[config.mk]
export PLATFORM = sky130hd
export DESIGN_NAME = spi_xfer_buf
export DESIGN_NICKNAME = d
export VERILOG_FILES = /design/src/rtl/spi_xfer_buf.sv
export SDC_FILE = /design/constraint.sdc
export NUM_CORES = 1
export LEC_CHECK = 0
export ABC_AREA = 1
export BUFFER_PORTS_ARGS = -buffer_cell sky130_fd_sc_hd__buf_2
export CAP_MARGIN = 15
export CORE_AREA = 2 2 126 128
export DETAILED_ROUTE_END_ITERATION = 8
export DIE_AREA = 0 0 128 130
export MAX_ROUTING_LAYER = met4
export PLACE_DENSITY = 0.8
export SYNTH_ARGS = -nofsm -noshare
export SYNTH_HDL_FRONTEND = slang
export SYNTH_SLANG_ARGS = --single-unit
[constraint.sdc]
create_clock -name clk -period 3.7 [get_ports clk]
set_input_delay 0.37 -clock clk [delete_from_list [all_inputs] [get_ports clk]]
set_output_delay 0.37 -clock clk [all_outputs]
set_load 0.02 [all_outputs]
[src/rtl/spi_xfer_buf.sv]
// spi_xfer_buf: byte-buffering transfer sequencer between a CPU register
// interface and spi_master. Software fills a TX FIFO; the sequencer launches
// one spi_master transfer per byte and captures each received byte into an
// RX FIFO that software drains. Only one transfer is ever outstanding.
module spi_xfer_buf #(
  parameter int DEPTH = 8,
  parameter int AW    = 3
) (
  input  logic          clk,
  input  logic          rst,
  input  logic          en,
  input  logic          rx_discard,
  input  logic          wr_en,
  input  logic [7:0]    wr_data,
  output logic          tx_full,
  output logic [AW:0]   tx_level,
  output logic          wr_err,
  input  logic          tx_flush,
  input  logic          rd_en,
  output logic [7:0]    rd_data,
  output logic          rx_empty,
  output logic [AW:0]   rx_level,
  output logic          rd_err,
  input  logic          rx_flush,
  output logic          busy,
  output logic          tx_start,
  output logic [7:0]    txdata,
  input  logic          tr_flag,
  input  logic [7:0]    rxdata
);

  localparam logic [AW:0] FULL_LVL = (AW+1)'(DEPTH);

  typedef enum logic [1:0] {S_IDLE, S_START, S_WAIT} state_t;

  state_t        state;

  logic [7:0]    tx_mem [DEPTH];
  logic [AW-1:0] tx_wptr;
  logic [AW-1:0] tx_rptr;
  logic [AW:0]   tx_lvl;
  logic          tx_empty;
  logic          tx_push;
  logic          tx_pop;

  logic [7:0]    rx_mem [DEPTH];
  logic [AW-1:0] rx_wptr;
  logic [AW-1:0] rx_rptr;
  logic [AW:0]   rx_lvl;
  logic          rx_full;
  logic          rx_push;
  logic          rx_pop;
  logic [AW-1:0] rx_rptr_nxt;
  logic [AW:0]   rx_lvl_nxt;
  logic [7:0]    rd_data_nxt;

  logic          launch;

  assign tx_empty = (tx_lvl == '0);
  assign tx_full  = (tx_lvl == FULL_LVL);
  assign tx_level = tx_lvl;
  assign rx_empty = (rx_lvl == '0);
  assign rx_full  = (rx_lvl == FULL_LVL);
  assign rx_level = rx_lvl;
  assign busy     = (state != S_IDLE);

  // Launch only when a byte is queued and the RX side can hold its reply;
  // a flush in the same cycle wins over the sequencer pop.
  assign launch  = (state == S_IDLE) && en && !tx_empty &&
                   (rx_discard || !rx_full) && !tx_flush;
  assign tx_pop  = launch;
  assign tx_push = wr_en && (!tx_full || tx_pop);

  assign rx_pop  = rd_en && !rx_empty;
  assign rx_push = (state == S_WAIT) && tr_flag && !rx_discard &&
                   (!rx_full || rx_pop);

  // Next RX head: the byte being pushed when it lands on the new head slot,
  // otherwise the stored entry; hold the last value once the FIFO drains.
  always_comb begin
    rx_rptr_nxt = rx_pop ? rx_rptr + AW'(1) : rx_rptr;
    rx_lvl_nxt  = rx_lvl;
    if (rx_push && !rx_pop)
      rx_lvl_nxt = rx_lvl + (AW+1)'(1);
    else if (!rx_push && rx_pop)
      rx_lvl_nxt = rx_lvl - (AW+1)'(1);
    rd_data_nxt = rd_data;
    if (rx_push && (rx_rptr_nxt == rx_wptr))
      rd_data_nxt = rxdata;
    else if (rx_lvl_nxt != '0)
      rd_data_nxt = rx_mem[rx_rptr_nxt];
  end

  // TX FIFO storage (data only, no reset).
  always_ff @(posedge clk) begin
    if (tx_push && !tx_flush)
      tx_mem[tx_wptr] <= wr_data;
  end

  // TX FIFO pointers, level and overflow pulse.
  always_ff @(posedge clk) begin
    if (rst) begin
      tx_wptr <= '0;
      tx_rptr <= '0;
      tx_lvl  <= '0;
      wr_err  <= 1'b0;
    end else begin
      wr_err <= wr_en && tx_full && !tx_pop;
      if (tx_flush) begin
        tx_wptr <= '0;
        tx_rptr <= '0;
        tx_lvl  <= '0;
      end else begin
        if (tx_push)
          tx_wptr <= tx_wptr + AW'(1);
        if (tx_pop)
          tx_rptr <= tx_rptr + AW'(1);
        if (tx_push && !tx_pop)
          tx_lvl <= tx_lvl + (AW+1)'(1);
        else if (!tx_push && tx_pop)
          tx_lvl <= tx_lvl - (AW+1)'(1);
      end
    end
  end

  // RX FIFO storage (data only, no reset).
  always_ff @(posedge clk) begin
    if (rx_push && !rx_flush)
      rx_mem[rx_wptr] <= rxdata;
  end

  // RX FIFO pointers, level, registered head and underflow pulse.
  always_ff @(posedge clk) begin
    if (rst) begin
      rx_wptr <= '0;
      rx_rptr <= '0;
      rx_lvl  <= '0;
      rd_err  <= 1'b0;
      rd_data <= 8'h00;
    end else begin
      rd_err <= rd_en && rx_empty;
      if (rx_flush) begin
        rx_wptr <= '0;
        rx_rptr <= '0;
        rx_lvl  <= '0;
      end else begin
        if (rx_push)
          rx_wptr <= rx_wptr + AW'(1);
        rx_rptr <= rx_rptr_nxt;
        rx_lvl  <= rx_lvl_nxt;
        rd_data <= rd_data_nxt;
      end
    end
  end

  // Transfer sequencer: IDLE pops and loads txdata, START pulses tx_start,
  // WAIT holds until spi_master reports the end of the byte.
  always_ff @(posedge clk) begin
    if (rst) begin
      state    <= S_IDLE;
      tx_start <= 1'b0;
      txdata   <= 8'h00;
    end else begin
      case (state)
        S_IDLE: begin
          tx_start <= 1'b0;
          if (launch) begin
            txdata   <= tx_mem[tx_rptr];
            tx_start <= 1'b1;
            state    <= S_START;
          end
        end
        S_START: begin
          tx_start <= 1'b0;
          state    <= S_WAIT;
        end
        S_WAIT: begin
          tx_start <= 1'b0;
          if (tr_flag)
            state <= S_IDLE;
        end
        default: begin
          tx_start <= 1'b0;
          state    <= S_IDLE;
        end
      endcase
    end
  end

endmodule

* Word-level counts from Yosys, hierarchy flattened *
Memories as Yosys holds them, arrays and structs flattened. A register that Yosys moved wholly into a read port is not among the register bits.
Cells that the tools add are included.

word-level totals
  register bits after elaboration = 25
  bits in writable memories = 128
  bits of input ports = 25
  output and inout port bits = 30
  word-level logic and storage cells = 88
  memories kept = 2

operators by class
  add/subtract/negate cells = 8
  eq/ne operators = 7
  mux-type cells = 13
  bitwise operators = 2
  reduce and logical (&&, ||, !) cells = 46

memories
  memory  words  bits a word  rd ports  clocked after memory_dff  wr ports  line  text
  rx_mem  8      8            1         1                         1         46    logic [7:0] rx_mem [DEPTH];
  tx_mem  8      8            1         1                         1         38    logic [7:0] tx_mem [DEPTH];

operators with widths
  operator                                                               count
  1-bit logical AND                                                      19
  4-bit two-way mux                                                      4
  3-bit by 1-bit adder with 3-bit output, second input constant          4
  1-bit zero test                                                        11
  4-bit by 1-bit adder with 4-bit output, second input constant          2
  4-bit equality test, second input constant                             2
  4-bit zero test                                                        2
  4-bit by 1-bit subtractor with 4-bit output, second input constant     2
  2-bit case mux with 3 select lines                                     1
  2-bit AND reduction                                                    3
  2-bit nonzero test                                                     3
  2-bit OR reduction                                                     3
  1-bit two-way mux                                                      5
  2-bit two-way mux                                                      2
  2-bit != test, second input constant                                   2
  4-bit nonzero test                                                     1
  3-bit equality test                                                    1
  1-bit logical OR                                                       3
  3-bit two-way mux                                                      1
  2-bit by 1-bit equality test with 1-bit output, second input constant  1
  2-bit equality test, second input constant                             1
  2-bit zero test                                                        1
  1-bit inverter                                                         2

* Logic depth before layout (Yosys ltp) *
  word-level depth = 12
  gate-level depth with buffers = 17
  gate-level depth less buffers = 17

* Least setup slack after synthesis *
OpenSTA, ideal clock, no wires.

  kind = reg2reg
  start = register rx_lvl[0] (netlist: rx_level[0])
  end = register tx_lvl[3] (netlist: tx_level[3])
  setup time = 119 ps
  arrival time = 2942 ps
  data required time = 3581 ps
  setup slack = 639 ps
  cell stages (with the launch flop) = 17
  buffers on the path = 0
  clock period less this slack = 3061 ps
  cell sequence = dfxtp_1 inv_1 ha_1 nand3b_1 o211ai_1 a31oi_2 inv_1 ha_1 inv_1 ha_1 and3_1 a211oi_1 nor2_1 nor2_1 nand2_1 o21ai_0 a21oi_1

between the ends
  cells in the longest elaborated chain, start to end = 10
  elaborated cells between the ends (all ways) = 13
  those cells by class = 1 x eq/ne; 1 x mux; 11 x reduce/logical

RTL lines
  element                              line  text
  from (decl)                          49    logic [AW:0] rx_lvl;
  from (signal assigned)               150   rx_lvl <= rx_lvl_nxt;
  4-bit equality test (*)              63    assign rx_full = (rx_lvl == FULL_LVL);
  1-bit zero test (*)                  70    (rx_discard || !rx_full) && !tx_flush;
  1-bit logical OR (*)                 70
  1-bit logical AND (*)                69    assign launch = (state == S_IDLE) && en && !tx_empty &&
  1-bit logical AND (*)                70
  1-bit logical OR                     72    assign tx_push = wr_en && (!tx_full || tx_pop);
  1-bit logical AND                    72
  1-bit zero test                      120   else if (!tx_push && tx_pop)
  1-bit logical AND                    120
  2-bit nonzero test (no source line)  n/a
  to (signal assigned)                 119   tx_lvl <= tx_lvl + (AW+1)'(1);
  to (signal assigned)                 121   tx_lvl <= tx_lvl - (AW+1)'(1);
  to (decl)                            41    logic [AW:0] tx_lvl;

Every way passes the cells marked *; elsewhere a longest branch is shown, timed or not.
A chain may end at the register's enable or synchronous reset.

* Final worst setup path *
Same ends and word-level chain as after synthesis.

==> results.md <==
* Max Clk Rate at 323.3 MHz
* Area of the multi-input gates at 0.002332 mm^2
* Commonest non-fill, non-tap cell in the layout: nand2_1
* Synth warn at 0
* Die ar. at 0.01664 mm^2
* DR pass1 iterations at 5
* Clk network pwr share at 0.400
* First-pass GRT wire length at 26150 um
* Worst path top cell family by delay: simple AND/OR/NAND/NOR gates
* Clock Tree Root: clkbuf_16
* Vias in the first global route at 5144
* TritonCTS clock tree: yes
* Pwr Total at 4.184 mW
* All-Layer GR Usage at 0.2142
* Max-slew violation count at 0
* Cts bufs inserted at 17
* Drt wl/cell at about 16 um
* Worst Skew at 0.008895 ns
* Largest net degree at the start of global routing at 35
* Row count at 46
* Yosys reg bits at 169
* Layout cells sized above 1 at 0.1545
* PwrDens at 486.8 mW/mm^2
* Async set-or-reset flop fraction in the synthesized netlist at 0
* Worst Reg-to-Reg Cells at 17
* P_int at between 3 and 4 mW
* Synth Area in Simple Gates at 0.2057
* HP Class: in -> reg
* Worst reg2reg setup slack at slightly above 0.6 ns
* Post-Synth Adder-Cell Area at 0.01923
* Area grow syn2layout at 13.88%
* Distinct cell type count after synthesis at 39
* Mux contribution to synthesized area at 0
* Comb power frac at 0.097
* Cell area after layout at ~0.0086 mm^2
* Post-synthesis xor/xnor area fraction at 0.006963
* Worst EP required at 4.02 ns
* Syn Area/Cell at just over 10 um^2
* Worst path arrival time at 3.41 ns
* Fin. Hold Viols at 0
* Post-cts sizing count at 0
* Tmin final at 3.093 ns
* Final TNS setup at 0 ns
* Synth Area in Compound Gates at 0.07709
* Place WS at 0.6207 ns
* Crit-path max FO at 6
* P_sw at 1.087 mW
* Dominant synthesized flop cell: edfxtp_1
* Register area at 0.004664 mm^2
* Post-Syn Nets at 783
* Tcrit/Tclk final at 0.8359
* Final nets at 845
* Status: complete, no violations
* Pleak at 3.673 nW
* GPL Wtd Cong at roughly 0.86
* MaxCap Viol Count at 0
* CP Launch Type: flop
* Finished Layout Cells at 1014
* Measured slew at the worst slew-check pin at 0.9321 ns
* Clock slew at reported path FFs at 0.07 ns
* Initial Util at 0.4893
* Post-CTS Setup Bufs at 0
* WL final at 16290 um
* WHS Path Cells at 2
* Cts hold-fix bufs at 0
* Global route overflow at 0
* Post-Syn Area at 0.007547 mm^2
* Die Y at 130 um
* CTS sink cnt at 169
* Final setup viols at 0
* Peak supply drop at about 0.33 mV
* Layout Utilization at 0.5572
* Slew margin rel. at 0.3748
* Main combinational cell family by area after synthesis: simple AND/OR/NAND/NOR gates
* Initial DRC Count at 451
* Vias per std cell at 5.321
* Die width at 128 um
* Clock buffer depth at 2
* Placed cell area at 0.008035 mm^2
* CP Buf/Inv Count at 3
* Worst setup margin at 0.6073 ns
* CP max stage cell: dfxtp_1
* Switching Fraction at 0.2599
* Unrepaired setup endpoints after global routing: no
* DRC at 0
* Crit-path cells: inv_1 -> ha_1 -> nand3b_1 -> o211ai_1 -> nand2_1 -> nand2_1 -> inv_1 -> ha_1 -> inv_1 -> ha_1 -> and3_1 -> a211oi_1 -> nor2_1 -> nor2_1 -> nand2_1 -> o21ai_0 -> a21oi_1
* Most frequent cells in the layout: 149 x nand2_1, 128 x edfxtp_1, 105 x inv_1, 91 x nand3_1, 54 x buf_2
* Clk_lat worst skew at roughly 0.44 ns
* IO buf count at 54
* WS Path Type: reg -> reg
* Sequential cell fraction of total power at 0.503
* # fillers at between 1k and 1.5k
* Placeable Area at 0.01542 mm^2
* Hold Slack at 0.1773 ns
* Post-synthesis sequential area ratio at 0.6180
* Routed vias at 5395
* Placed insts at 982
* Post-synth EDFFs at 128
* H-Tree Depth at 4
* Crit path depth at 17
* Detailed placement HPWL at 10860 um
* Cells after Synth at 747
* Crit end category: flop
* I/O Pins at 55
* Final ANT Viol Nets at 0
* CP peak stage delay at 0.35 ns
* Ant diodes at 0
* Initial antenna violation count at 0
## final timing paths
kind                             startpoint          end
worst max-delay path            rx_level[0]  tx_level[3]
worst min register to register     state[1]     state[1]
worst min-delay path                    rst       rd_err
worst max register to register  rx_level[0]  tx_level[3]
## synth_stat cells, drive strengths merged, types with 3 or more instances
cell type  count  area, um^2
nand2        160       671.9
clkinv         4       15.01
a21oi         47       235.2
nand3         99       543.0
buf           13       82.57
a31oi          9       62.56
o21ai         18       93.84
dfxtp         41       820.8
clkbuf        12       45.04
inv          108       407.9
xor2           5       43.79
nor3          10       50.05
a221o         16       160.2
a211oi         3       22.52
nand4          8       50.05
nor2          49       210.2
ha            10       125.1
edfxtp       128        3844
## worst reg2reg max path, cell delays in order, from the launching register on
cell      delay (ns)
dfxtp_1         0.35
inv_1           0.14
ha_1            0.26
nand3b_1        0.18
o211ai_1        0.28
nand2_1         0.11
nand2_1         0.16
inv_1           0.10
ha_1            0.21
inv_1           0.12
ha_1            0.27
and3_1          0.18
a211oi_1        0.23
nor2_1          0.07
nor2_1          0.08
nand2_1         0.06
o21ai_0         0.14
a21oi_1         0.05
## power by group through the flow
stage	sequential [mW]	combinational, mW	clock (mW)
after CTS	2.10	0.408	1.70
final	2.10	0.406	1.68
after global placement	2.14	0.397	0
after global routing	2.11	0.457	1.77
after floorplan	2.18	0.238	0
after detailed placement	2.14	0.406	0
## cell families after synthesis
| logic type | Yosys count |
|---|---|
| AO/OA/AOI/OAI | 94 |
| XOR/XNOR | 6 |
| adder cells (fa/ha/maj) | 11 |
| buffers and inverters | 137 |
| flip-flops | 169 |
| AND/OR/NAND/NOR | 330 |
## state kept, by name, indices dropped and copies added (netlist names)
register and cells:
rx_wptr 3, tx_start 1, rx_level 4, rx_mem 64
rd_data 8, wr_err 1, txdata 8, tx_level 4
state 2, tx_rptr 3, tx_mem 64, tx_wptr 3
rx_rptr 3, rd_err 1
## final cells by class
cell class,instances,share of cell area
Clock buffer,18,0.04993
Clock inverter,14,0.01514
Inverter,112,0.04921
Multi-Input combinational cell,441,0.2714
Sequential cell,169,0.5427
Tap cell,192,0.02795
Timing Repair Buffer,68,0.04367
## routing by layer
| metal | track usage | vias to the layer above | routed length, um |
|---|---|---|---|
| li1 | - | 2666 | - |
| met1 | 0.2522 | 2514 | 6655 |
| met3 | 0.03772 | 29 | 992 |
| met5 | - | - | 0 |
| met2 | 0.3671 | 186 | 8263 |
| met4 | 0.08791 | 0 | 380 |
No activity file was read; power rests on OpenSTA's default activity.
